$ cat src/rtl/mem_arbiter_if.sv
// Signal bundle shared by the fetch port, the load/store port, mem_arbiter and mem_system.
// slave = arbiter side; master = requesters plus mem_system side.
interface mem_arbiter_if #(
    parameter int ADDR_W = 16,
    parameter int DATA_W = 16
);
    logic [ADDR_W-1:0] i_Addr;
    logic              i_Rd;
    logic [DATA_W-1:0] i_DataOut;
    logic              i_Done;
    logic              i_Stall;

    logic [ADDR_W-1:0] d_Addr;
    logic [DATA_W-1:0] d_DataIn;
    logic              d_Rd;
    logic              d_Wr;
    logic [DATA_W-1:0] d_DataOut;
    logic              d_Done;
    logic              d_Stall;

    logic [ADDR_W-1:0] m_Addr;
    logic [DATA_W-1:0] m_DataIn;
    logic              m_Rd;
    logic              m_Wr;
    logic [DATA_W-1:0] m_DataOut;
    logic              m_Done;
    logic              m_err;
    logic              err;

    modport slave (
        input  i_Addr, i_Rd, d_Addr, d_DataIn, d_Rd, d_Wr, m_DataOut, m_Done, m_err,
        output i_DataOut, i_Done, i_Stall, d_DataOut, d_Done, d_Stall,
               m_Addr, m_DataIn, m_Rd, m_Wr, err
    );

    modport master (
        output i_Addr, i_Rd, d_Addr, d_DataIn, d_Rd, d_Wr, m_DataOut, m_Done, m_err,
        input  i_DataOut, i_Done, i_Stall, d_DataOut, d_Done, d_Stall,
               m_Addr, m_DataIn, m_Rd, m_Wr, err
    );
endinterface

$ cat src/rtl/mem_arbiter.sv
// Arbitrates fetch (i_*) and load/store (d_*) onto one mem_system port, holding the winner until Done or timeout.
// Define ARB_ROUND_ROBIN_EN for round-robin arbitration; default is fixed priority with D over I.
module mem_arbiter #(
    parameter int ADDR_W  = 16,
    parameter int DATA_W  = 16,
    parameter int TIMEOUT = 64
) (
    input logic          clk,
    input logic          rst,
    mem_arbiter_if.slave bus
);
    localparam int CNT_W = (TIMEOUT > 2) ? $clog2(TIMEOUT) : 1;
    localparam logic [CNT_W-1:0] CNT_LAST = CNT_W'(TIMEOUT - 1);

    typedef enum logic {S_IDLE = 1'b0, S_BUSY = 1'b1} state_t;

    state_t            r_state;
    state_t            w_next;
    logic              r_rst_q;
    logic              r_grant_d;
    logic              r_rd;
    logic              r_wr;
    logic [ADDR_W-1:0] r_addr;
    logic [DATA_W-1:0] r_data;
    logic [CNT_W-1:0]  r_count;

    logic              w_i_req;
    logic              w_d_req;
    logic              w_d_ill;
    logic              w_arb_ok;
    logic              w_grant;
    logic              w_win_d;
    logic              w_timeout;
    logic              w_finish;
    logic [DATA_W-1:0] w_rdata;

    assign w_i_req  = bus.i_Rd;
    assign w_d_req  = bus.d_Rd ^ bus.d_Wr;
    assign w_d_ill  = bus.d_Rd & bus.d_Wr;
    // The cycle right after reset is kept quiet: no grants, all outputs low.
    assign w_arb_ok = (r_state == S_IDLE) && !r_rst_q;
    assign w_grant  = w_arb_ok && (w_i_req || w_d_req);

`ifdef ARB_ROUND_ROBIN_EN
    logic r_last_d;

    assign w_win_d = w_d_req && (!w_i_req || !r_last_d);

    always_ff @(posedge clk) begin
        if (rst) begin
            r_last_d <= 1'b0;
        end else if (w_grant) begin
            r_last_d <= w_win_d;
        end
    end
`else
    assign w_win_d = w_d_req;
`endif

    // m_Done in the last allowed cycle beats the timeout.
    assign w_timeout = (r_state == S_BUSY) && !bus.m_Done && (r_count == CNT_LAST);
    assign w_finish  = (r_state == S_BUSY) && (bus.m_Done || w_timeout);
    assign w_rdata   = (bus.m_Done && r_rd) ? bus.m_DataOut : '0;

    always_ff @(posedge clk) begin
        if (rst) begin
            r_state <= S_IDLE;
        end else begin
            r_state <= w_next;
        end
    end

    always_comb begin
        w_next = r_state;
        case (r_state)
            S_IDLE:  if (w_grant)  w_next = S_BUSY;
            S_BUSY:  if (w_finish) w_next = S_IDLE;
            default: w_next = S_IDLE;
        endcase
    end

    always_ff @(posedge clk) begin
        r_rst_q <= rst;
        if (rst) begin
            r_grant_d <= 1'b1;
            r_rd      <= 1'b0;
            r_wr      <= 1'b0;
            r_count   <= '0;
        end else if (w_grant) begin
            r_grant_d <= w_win_d;
            r_rd      <= w_win_d ? bus.d_Rd : 1'b1;
            r_wr      <= w_win_d && bus.d_Wr;
            r_count   <= '0;
        end else if ((r_state == S_BUSY) && !bus.m_Done) begin
            r_count   <= r_count + 1'b1;
        end
    end

    always_ff @(posedge clk) begin
        if (w_grant) begin
            r_addr <= w_win_d ? bus.d_Addr : bus.i_Addr;
            r_data <= w_win_d ? bus.d_DataIn : '0;
        end
    end

    always_comb begin
        bus.i_Done    = 1'b0;
        bus.d_Done    = 1'b0;
        bus.i_DataOut = '0;
        bus.d_DataOut = '0;
        bus.m_Rd      = 1'b0;
        bus.m_Wr      = 1'b0;
        bus.m_Addr    = '0;
        bus.m_DataIn  = '0;
        if (r_state == S_BUSY) begin
            bus.m_Rd     = r_rd;
            bus.m_Wr     = r_wr;
            bus.m_Addr   = r_addr;
            bus.m_DataIn = r_data;
            if (w_finish) begin
                if (r_grant_d) begin
                    bus.d_Done    = 1'b1;
                    bus.d_DataOut = w_rdata;
                end else begin
                    bus.i_Done    = 1'b1;
                    bus.i_DataOut = w_rdata;
                end
            end
        end
        bus.i_Stall = !r_rst_q && bus.i_Rd && !(w_finish && !r_grant_d);
        bus.d_Stall = !r_rst_q && (bus.d_Rd || bus.d_Wr) && !(w_finish && r_grant_d);
        bus.err     = !r_rst_q && (w_timeout || (w_arb_ok && w_d_ill) || bus.m_err);
    end
endmodule
$ cat src/flat_wrapper.sv
// flat-port wrapper written by rule: the top's interface ports become plain ports
module mem_arbiter_flat 
#(
    parameter int ADDR_W  = 16,
    parameter int DATA_W  = 16,
    parameter int TIMEOUT = 64
)
  (clk, rst, bus_i_Addr, bus_i_Rd, bus_d_Addr, bus_d_DataIn, bus_d_Rd, bus_d_Wr, bus_m_DataOut, bus_m_Done, bus_m_err, bus_i_DataOut, bus_i_Done, bus_i_Stall, bus_d_DataOut, bus_d_Done, bus_d_Stall, bus_m_Addr, bus_m_DataIn, bus_m_Rd, bus_m_Wr, bus_err);
  mem_arbiter_if #(.ADDR_W(ADDR_W), .DATA_W(DATA_W)) bus_i ();
  input logic clk;
  input logic rst;
  input wire logic [$bits(bus_i.i_Addr)-1:0] bus_i_Addr;
  input wire logic [$bits(bus_i.i_Rd)-1:0] bus_i_Rd;
  input wire logic [$bits(bus_i.d_Addr)-1:0] bus_d_Addr;
  input wire logic [$bits(bus_i.d_DataIn)-1:0] bus_d_DataIn;
  input wire logic [$bits(bus_i.d_Rd)-1:0] bus_d_Rd;
  input wire logic [$bits(bus_i.d_Wr)-1:0] bus_d_Wr;
  input wire logic [$bits(bus_i.m_DataOut)-1:0] bus_m_DataOut;
  input wire logic [$bits(bus_i.m_Done)-1:0] bus_m_Done;
  input wire logic [$bits(bus_i.m_err)-1:0] bus_m_err;
  output wire logic [$bits(bus_i.i_DataOut)-1:0] bus_i_DataOut;
  output wire logic [$bits(bus_i.i_Done)-1:0] bus_i_Done;
  output wire logic [$bits(bus_i.i_Stall)-1:0] bus_i_Stall;
  output wire logic [$bits(bus_i.d_DataOut)-1:0] bus_d_DataOut;
  output wire logic [$bits(bus_i.d_Done)-1:0] bus_d_Done;
  output wire logic [$bits(bus_i.d_Stall)-1:0] bus_d_Stall;
  output wire logic [$bits(bus_i.m_Addr)-1:0] bus_m_Addr;
  output wire logic [$bits(bus_i.m_DataIn)-1:0] bus_m_DataIn;
  output wire logic [$bits(bus_i.m_Rd)-1:0] bus_m_Rd;
  output wire logic [$bits(bus_i.m_Wr)-1:0] bus_m_Wr;
  output wire logic [$bits(bus_i.err)-1:0] bus_err;
  assign bus_i.i_Addr = bus_i_Addr;
  assign bus_i.i_Rd = bus_i_Rd;
  assign bus_i.d_Addr = bus_d_Addr;
  assign bus_i.d_DataIn = bus_d_DataIn;
  assign bus_i.d_Rd = bus_d_Rd;
  assign bus_i.d_Wr = bus_d_Wr;
  assign bus_i.m_DataOut = bus_m_DataOut;
  assign bus_i.m_Done = bus_m_Done;
  assign bus_i.m_err = bus_m_err;
  assign bus_i_DataOut = bus_i.i_DataOut;
  assign bus_i_Done = bus_i.i_Done;
  assign bus_i_Stall = bus_i.i_Stall;
  assign bus_d_DataOut = bus_i.d_DataOut;
  assign bus_d_Done = bus_i.d_Done;
  assign bus_d_Stall = bus_i.d_Stall;
  assign bus_m_Addr = bus_i.m_Addr;
  assign bus_m_DataIn = bus_i.m_DataIn;
  assign bus_m_Rd = bus_i.m_Rd;
  assign bus_m_Wr = bus_i.m_Wr;
  assign bus_err = bus_i.err;
  mem_arbiter #(.ADDR_W(ADDR_W), .DATA_W(DATA_W), .TIMEOUT(TIMEOUT)) u_core (.clk(clk), .rst(rst), .bus(bus_i));
endmodule
$ cat config.mk
export PLATFORM = sky130hd
export DESIGN_NAME = mem_arbiter_flat
export DESIGN_NICKNAME = d
export VERILOG_FILES = /design/src/rtl/mem_arbiter_if.sv /design/src/rtl/mem_arbiter.sv /design/src/flat_wrapper.sv
export SDC_FILE = /design/constraint.sdc
export NUM_CORES = 1
export LEC_CHECK = 0
export ABC_CLOCK_PERIOD_IN_PS = 2200
export CAP_MARGIN = 40
export CORE_MARGIN = 3
export CORE_UTILIZATION = 34
export DETAILED_ROUTE_END_ITERATION = 6
export GPL_ROUTABILITY_DRIVEN = 0
export HOLD_SLACK_MARGIN = 0.05
export PLACE_DENSITY = 0.78
export SYNTH_ARGS = -nofsm -noshare
export SYNTH_HDL_FRONTEND = slang
export SYNTH_SLANG_ARGS = --single-unit
export TNS_END_PERCENT = 30
$ cat constraint.sdc
create_clock -name clk -period 2.2 [get_ports clk]
set_clock_uncertainty 0.2 [all_clocks]
set_input_delay 0.33 -clock clk [delete_from_list [all_inputs] [get_ports clk]]
set_output_delay 0.33 -clock clk [all_outputs]
set_load 0.05 [all_outputs]
==> results_dict.tcl <==
set metrics [dict create \
    required_ns 1.67 \
    path_max_fanout 2 \
    synth_top_area_cell "edfxtp_1" \
    pwr_density_cell_nw_per_um2 490.9 \
    endpoint_kind "output port" \
    worst_hold_slack_ns 0.2755 \
    r2r_start "u_core.r_state" \
    ys.flop_type "edfxtp_1" \
    synth-edff-count 32 \
    synth_area_um2 2318 \
    cp.arrival_ns 1.58 \
    die-area_um2 7846 \
    clk_path_buf_depth 2 \
    hold_viol 0 \
    fin_cells 438 \
    grt_antenna_before_repair 0 \
    rsz0062_at_grt "false" \
    drt-vias-per-instance 4.788 \
    synth_common_cells "and2_1, edfxtp_1, mux2_2, dfxtp_1, a21oi_1" \
    routed_wl_mm 6.704 \
    hold_class "reg -> reg" \
    fin_setup_tns_ns 0 \
    syn_area_per_cell_um2 11.04 \
    detail_route.wl_per_cell_um 15.31 \
    io_pins 142 \
    clkSinkCount 43 \
    overflow 0 \
    dp_cells 430 \
    endpoint "bus_d_Stall" \
    synth_xor_area_frac 0.007555 \
    worstSkewPairLatency_ns 0.28 \
    grt_usage 0.1680 \
    synth_fa_ha_area_frac 0.02698 \
    min_period_ns 2.113 \
    synth.top_cell.area_share 0.4145 \
    startpoint "bus_d_Rd" \
    slew_viol_final 0 \
    drive_gt1_frac 0.3407 \
    synth-seq-cells 43 \
    grt_max_degree 24 \
    antennaDiodeCount 0 \
    total_power_mw 2.342 \
    final_antenna_net_count 0 \
    status "completed" \
    max-vdd-ir-drop_mv 0.4653 \
    via_count 2097 \
    start_util 0.3570 \
    path_clk_slew_ns 0.08 \
    ys_async_sr_fraction 0 \
    leakage_nw 1.844 \
    die_h_um 88.58 \
    relSlewSlack 0.7409 \
    critPathKind "in -> out" \
    r2r_cells 5 \
    rrSetupSlack_ns 0.37 \
    port_buffers 141 \
    die_w_um 88.58 \
    grt_pass1_wl_mm 10.19 \
    yosysUniqueCellTypes 34 \
    synth_compound_area_frac 0.05559 \
    htreeDepth 2 \
    synthMuxAreaShare 0.08203 \
    synth_nets 286 \
    start_kind "primary input" \
    synth_top_family_by_area "simple AND/OR/NAND/NOR gates" \
    post-route-drc-count 0 \
    dr.pass1.iters 4 \
    synth.area.top_cells "edfxtp_1, and2_1, dfxtp_1" \
    cts-root-buf "clkbuf_8" \
    worstReg2RegEnd "u_core.r_addr[12]" \
    fmax_mhz 473.4 \
    period_share 0.9603 \
    synthSimpleGateAreaFrac 0.2828 \
    post-cts-setup-buffers 0 \
    detail_route.iter0.violations 81 \
    cap_violations 0 \
    yosysMostFrequentCell "and2_1" \
    yosysWarnings 0 \
    core-area_um2 6495 \
    synthCells 210 \
    finish.net_count 436 \
    area_delta_synth_final_pct 105.7 \
    hpwl_mm 5.488 \
    setup_viol 0 \
    postCtsHoldBufs 0 \
    rows 29 \
    numCtsBuffers 5 \
    cts_tree "yes" \
    worstMarginPinSlew_ns 0.3873 \
    grt_pass1_vias 2163 \
    yosysSeqAreaShare 0.5094 \
]
-- how the worst min path moves through the flow --
stage / start / to / slack, ns / cells past startpoint
floorplan: rst / u_core.r_rst_q / 0.16 / 0
global placement: u_core.r_wr / u_core.r_wr / 0.26 / 2
detailed placement: u_core.r_wr / u_core.r_wr / 0.26 / 2
CTS: u_core.r_wr / u_core.r_wr / 0.28 / 2
global route: u_core.r_wr / u_core.r_wr / 0.32 / 2
finish: u_core.r_wr / u_core.r_wr / 0.28 / 2
-- what timing repair did --
item | CTS | global route
setup endpoints to repair | 1 | 35
resized for setup | 4 | 5
pin swaps | 2 | 1
endpoints found under the hold margin | 0 | 0
-- sequential cells by signal (all words and copies together) (netlist names) --
register	cells
u_core.r_addr	16
u_core.r_count	6
u_core.r_data	16
u_core.r_grant_d	1
u_core.r_rd	1
u_core.r_rst_q	1
u_core.r_state	1
u_core.r_wr	1
-- layout make-up --
cell class,instances,area (um^2)
clock buffer,6,72.57
clock inverter,2,60.06
fill,436,1725
inverter,7,30.03
multi-input combinational,150,1090
sequential,43,1185
tap,77,96.34
timing repair buffer,153,2236
-- power breakdown --
part	switching [mW]	total, mW	leakage, nW	internal [mW]
clock	0.259	0.712	0.0654	0.454
sequential	0.0195	0.962	0.398	0.943
combinational	0.307	0.667	1.38	0.360
total	0.585	2.34	1.84	1.76
-- placed cells by master, fill, tap and decap left out, types with 2 or more instances in the layout --
cell type	instances
o21ai_0	4
clkbuf_8	5
ha_1	4
clkdlybuf4s50_1	69
a311oi_2	2
dfxtp_1	8
a21oi_1	7
nand3_1	2
nor3_2	2
buf_4	10
edfxtp_1	32
mux2_2	16
bufinv_16	2
or3_1	3
nand2_1	3
dfxtp_2	3
and2_1	81
inv_1	6
nor2_1	5
and3_4	2
buf_12	73
xnor2_1	2
-- critical path, cell delays in order --
cell and delay [ns]:
clkdlybuf4s50_1 0.49, inv_1 0.07, ha_1 0.19, a311oi_2 0.23, buf_4 0.15, buf_12 0.13
-- per-layer routing --
layer	wire length, um	vias up	part of all wire	global-route usage
li1	-	1013	-	-
met1	2353	968	0.35	0.1784
met2	3571	108	0.53	0.3127
met3	678	8	0.10	0.05773
met4	101	0	0.015	0.04945
met5	0	-	0	0
-- logic make-up after synthesis --
| family | count (synthesis) |
|---|---|
| xor+xnor | 2 |
| simple gates | 106 |
| compound gates | 20 |
| fa+ha+maj | 5 |
| mux | 17 |
| buf+inv | 17 |
| flops | 43 |
-- stage by stage --
stage | cell area (um^2) | util | setup WS (ns)
6_report | 4770 | 0.7343 | 0.08744
5_1_grt | 4770 | 0.7343 | 0.01948
4_1_cts | 4753 | 0.7318 | 0.01784
3_5_place_dp | 4612 | 0.7101 | -0.1185
3_3_place_gp | 4612 | 0.7101 | -0.09526
2_1_floorplan | 2335 | - | -0.3003
No activity file was read; power rests on OpenSTA's default activity.
==> variant: new RTL, same settings <==
`DATA_W` is set to 16 in 3 places; all go to 32.
--- a/src/rtl/mem_arbiter_if.sv
+++ b/src/rtl/mem_arbiter_if.sv
@@ -2,7 +2,7 @@
 // slave = arbiter side; master = requesters plus mem_system side.
 interface mem_arbiter_if #(
     parameter int ADDR_W = 16,
-    parameter int DATA_W = 16
+    parameter int DATA_W = 32
 );
     logic [ADDR_W-1:0] i_Addr;
     logic              i_Rd;
--- a/src/rtl/mem_arbiter.sv
+++ b/src/rtl/mem_arbiter.sv
@@ -2,7 +2,7 @@
 // Define ARB_ROUND_ROBIN_EN for round-robin arbitration; default is fixed priority with D over I.
 module mem_arbiter #(
     parameter int ADDR_W  = 16,
-    parameter int DATA_W  = 16,
+    parameter int DATA_W  = 32,
     parameter int TIMEOUT = 64
 ) (
     input logic          clk,
--- a/src/flat_wrapper.sv
+++ b/src/flat_wrapper.sv
@@ -2,7 +2,7 @@
 module mem_arbiter_flat 
 #(
     parameter int ADDR_W  = 16,
-    parameter int DATA_W  = 16,
+    parameter int DATA_W  = 32,
     parameter int TIMEOUT = 64
 )
   (clk, rst, bus_i_Addr, bus_i_Rd, bus_d_Addr, bus_d_DataIn, bus_d_Rd, bus_d_Wr, bus_m_DataOut, bus_m_Done, bus_m_err, bus_i_DataOut, bus_i_Done, bus_i_Stall, bus_d_DataOut, bus_d_Done, bus_d_Stall, bus_m_Addr, bus_m_DataIn, bus_m_Rd, bus_m_Wr, bus_err);
Interface: changed (5 resized); port bits go from 142 to 222. No check against the original RTL was run, so the function may have changed too.
==> variant against the original RTL <==
Cell area grew 47%. Final cell count rose by 50%. First-iteration DRC count down 2.5%. Sequential cell count increased by 16. Setup slack lost 0.027 ns. Critical path type is now reg -> out. Total power increased by 32%. Register-to-register slack improved by 0.19 ns. Sequential share of layout area shrank 1.1 points. Routed wire length increased by 61%. Die area grew 36%. Largest cell class unchanged. Synthesized area rose by 39%.
==> variant: results (changes against the original RTL) <==
Parameter                              Value

Outcome
  Outcome ... complete, no violations (unchanged)

Logic synthesis
  Synth area leaders ... edfxtp_1, and2_1, dfxtp_1 (unchanged)
  Cell count after synthesis ... 297 (was 210)
  Number of warnings issued by yosys ... 0 (unchanged)
  Net count after synthesis ... 405 (was 286)
  Count of cell types in the netlist ... 35 (was 34)
  Proportion of netlist area held by the largest area contributor ... 44.8% (was 41.4%)
  Commonest cells post-synth ... and2_1, edfxtp_1, mux2_2 (unchanged)
  Portion of the post-synthesis area used by sequential elements ... 51.6% (was 50.9%)

Placed design
  Number of cells in the design after placement ... 638 (was 430)
  Port buffer count ... 221 (was 141)
  Half-perimeter wire length of the detailed placement result ... 9060 um (was 5490 um)
  Worst slack at placement ... -0.0484 ns (was -0.118 ns)
  Placed cell area ... 6830 um^2 (was 4610 um^2)

Pwr
  Total leakage power ... 0.00271 uW (was 0.00184 uW)
  Clock share of power ... 26.6% (was 30.4%)
  Psw ... 858 uW (was 585 uW)
  Largest voltage drop on the vdd net ... 432 uV (was 465 uV)

Global route
  Antenna violations before repair ... 1 (was 0)
  Number of global-route vias before repair ... 3,185 (was 2,163)
  Global-route wire length before repair ... 16,500 um (was 10,200 um)
  Maximum number of pins on one net before global-route repair ... 58 (was 24)

Route
  Total vias in the final route ... 3,021 (was 2,097)
  Number of DRC markers in iteration 0 ... 79 (was 81)
  Total routed wirelength ... 10,800 um (was 6700 um)
  Number of vias per cell after detailed routing ... 4.61 (was 4.79)

STA
  Relative slew slack ... 75.2% (was 74.1%)
  Pins over their slew limit ... 0 (unchanged)

Clock network
  Post-cts hold buffer count ... 0 (unchanged)
  CTS clock-pin slew for the worst setup and hold paths ... 0.06 ns (was 0.08 ns)
  Post-CTS setup-driven buffer insertion count ... 0 (unchanged)
  H-tree lvl count ... 3 (was 2)
  Total CTS buffers ... 9 (was 5)
  Clock insertion delay at the later pin of the skew report ... 0.32 ns (was 0.28 ns)

Setup path
  CP Max Fanout ... 32 (was 2)
  Worst path arrival time ... 1.61 ns (was 1.58 ns)
  Worst setup path startpoint ... u_core.r_rd (was bus_d_Rd)

Layout
  Filler cell count ... 560 (was 436)
  Top flop regs ... u_core.r_data (32), u_core.r_addr (16), u_core.r_count (6) (was u_core.r_addr (16), u_core.r_data (16), u_core.r_count (6))
  Final Net Count ... 631 (was 436)
  Fraction of final layout cells sized beyond drive strength 1 ... 32.8% (was 34.1%)
variant: area by class of cell:
type,instances,share of cell area [%]
clock inverter,4,0.268
tap,126,2.25
inverter,7,0.429
timing repair buffer,232,50.0
multi-input combinational,214,21.2
sequential,59,23.8
antenna,1,0.0357
clock buffer,12,2.07
variant: power by group through the flow:
stage | clock network, uW | logic [uW] | registers, uW
floorplan | 0 | 408 | 1350
global placement | 0 | 923 | 1350
detailed placement | 0 | 944 | 1360
CTS | 846 | 947 | 1330
global route | 899 | 990 | 1340
finish | 824 | 936 | 1330
variant: metal layers:
metal / share of wire [%] / up-vias / track usage [%]
li1: - / 1446 / -
met1: 34 / 1390 / 21.3
met2: 53 / 171 / 37.3
met3: 11 / 14 / 8.52
met4: 1.8 / 0 / 7.07
met5: 0 / - / 0
variant: kinds of logic after synthesis:
logic type	Yosys count	synth area share, %
compound gates	20	3.85
xor+xnor	2	0.544
fa+ha+maj	5	1.94
buf+inv	24	3.22
flops	59	51.6
mux	17	5.91
simple gates	170	32.9
variant: worst max-delay path, cell delays in order, from the launching register on:
cell and delay, ns:
dfxtp_1 0.35, and2_4 0.18, and3_4 0.36, and2_1 0.24, buf_12 0.15
variant: metrics by stage:
stage | util [%] | setup TNS, ns
2_1_floorplan | - | -0.673
3_3_place_gp | 76.0 | -0.379
3_5_place_dp | 76.0 | -1.63
4_1_cts | 77.9 | 0
5_1_grt | 78.0 | -1.33
6_report | 78.0 | 0
variant: repair_timing:
action                                  in CTS  in global routing
endpoints found under the setup margin      65                 69
pin swaps                                    1                  2
gates resized for setup                      2                  3
variant: final timing paths:
check	slack, ns	endpoint
worst max-delay path	0.06	bus_d_DataOut[21]
worst min-delay path	0.27	u_core.r_wr
worst max register to register	0.56	u_core.r_data[2]
worst min register to register	0.27	u_core.r_wr
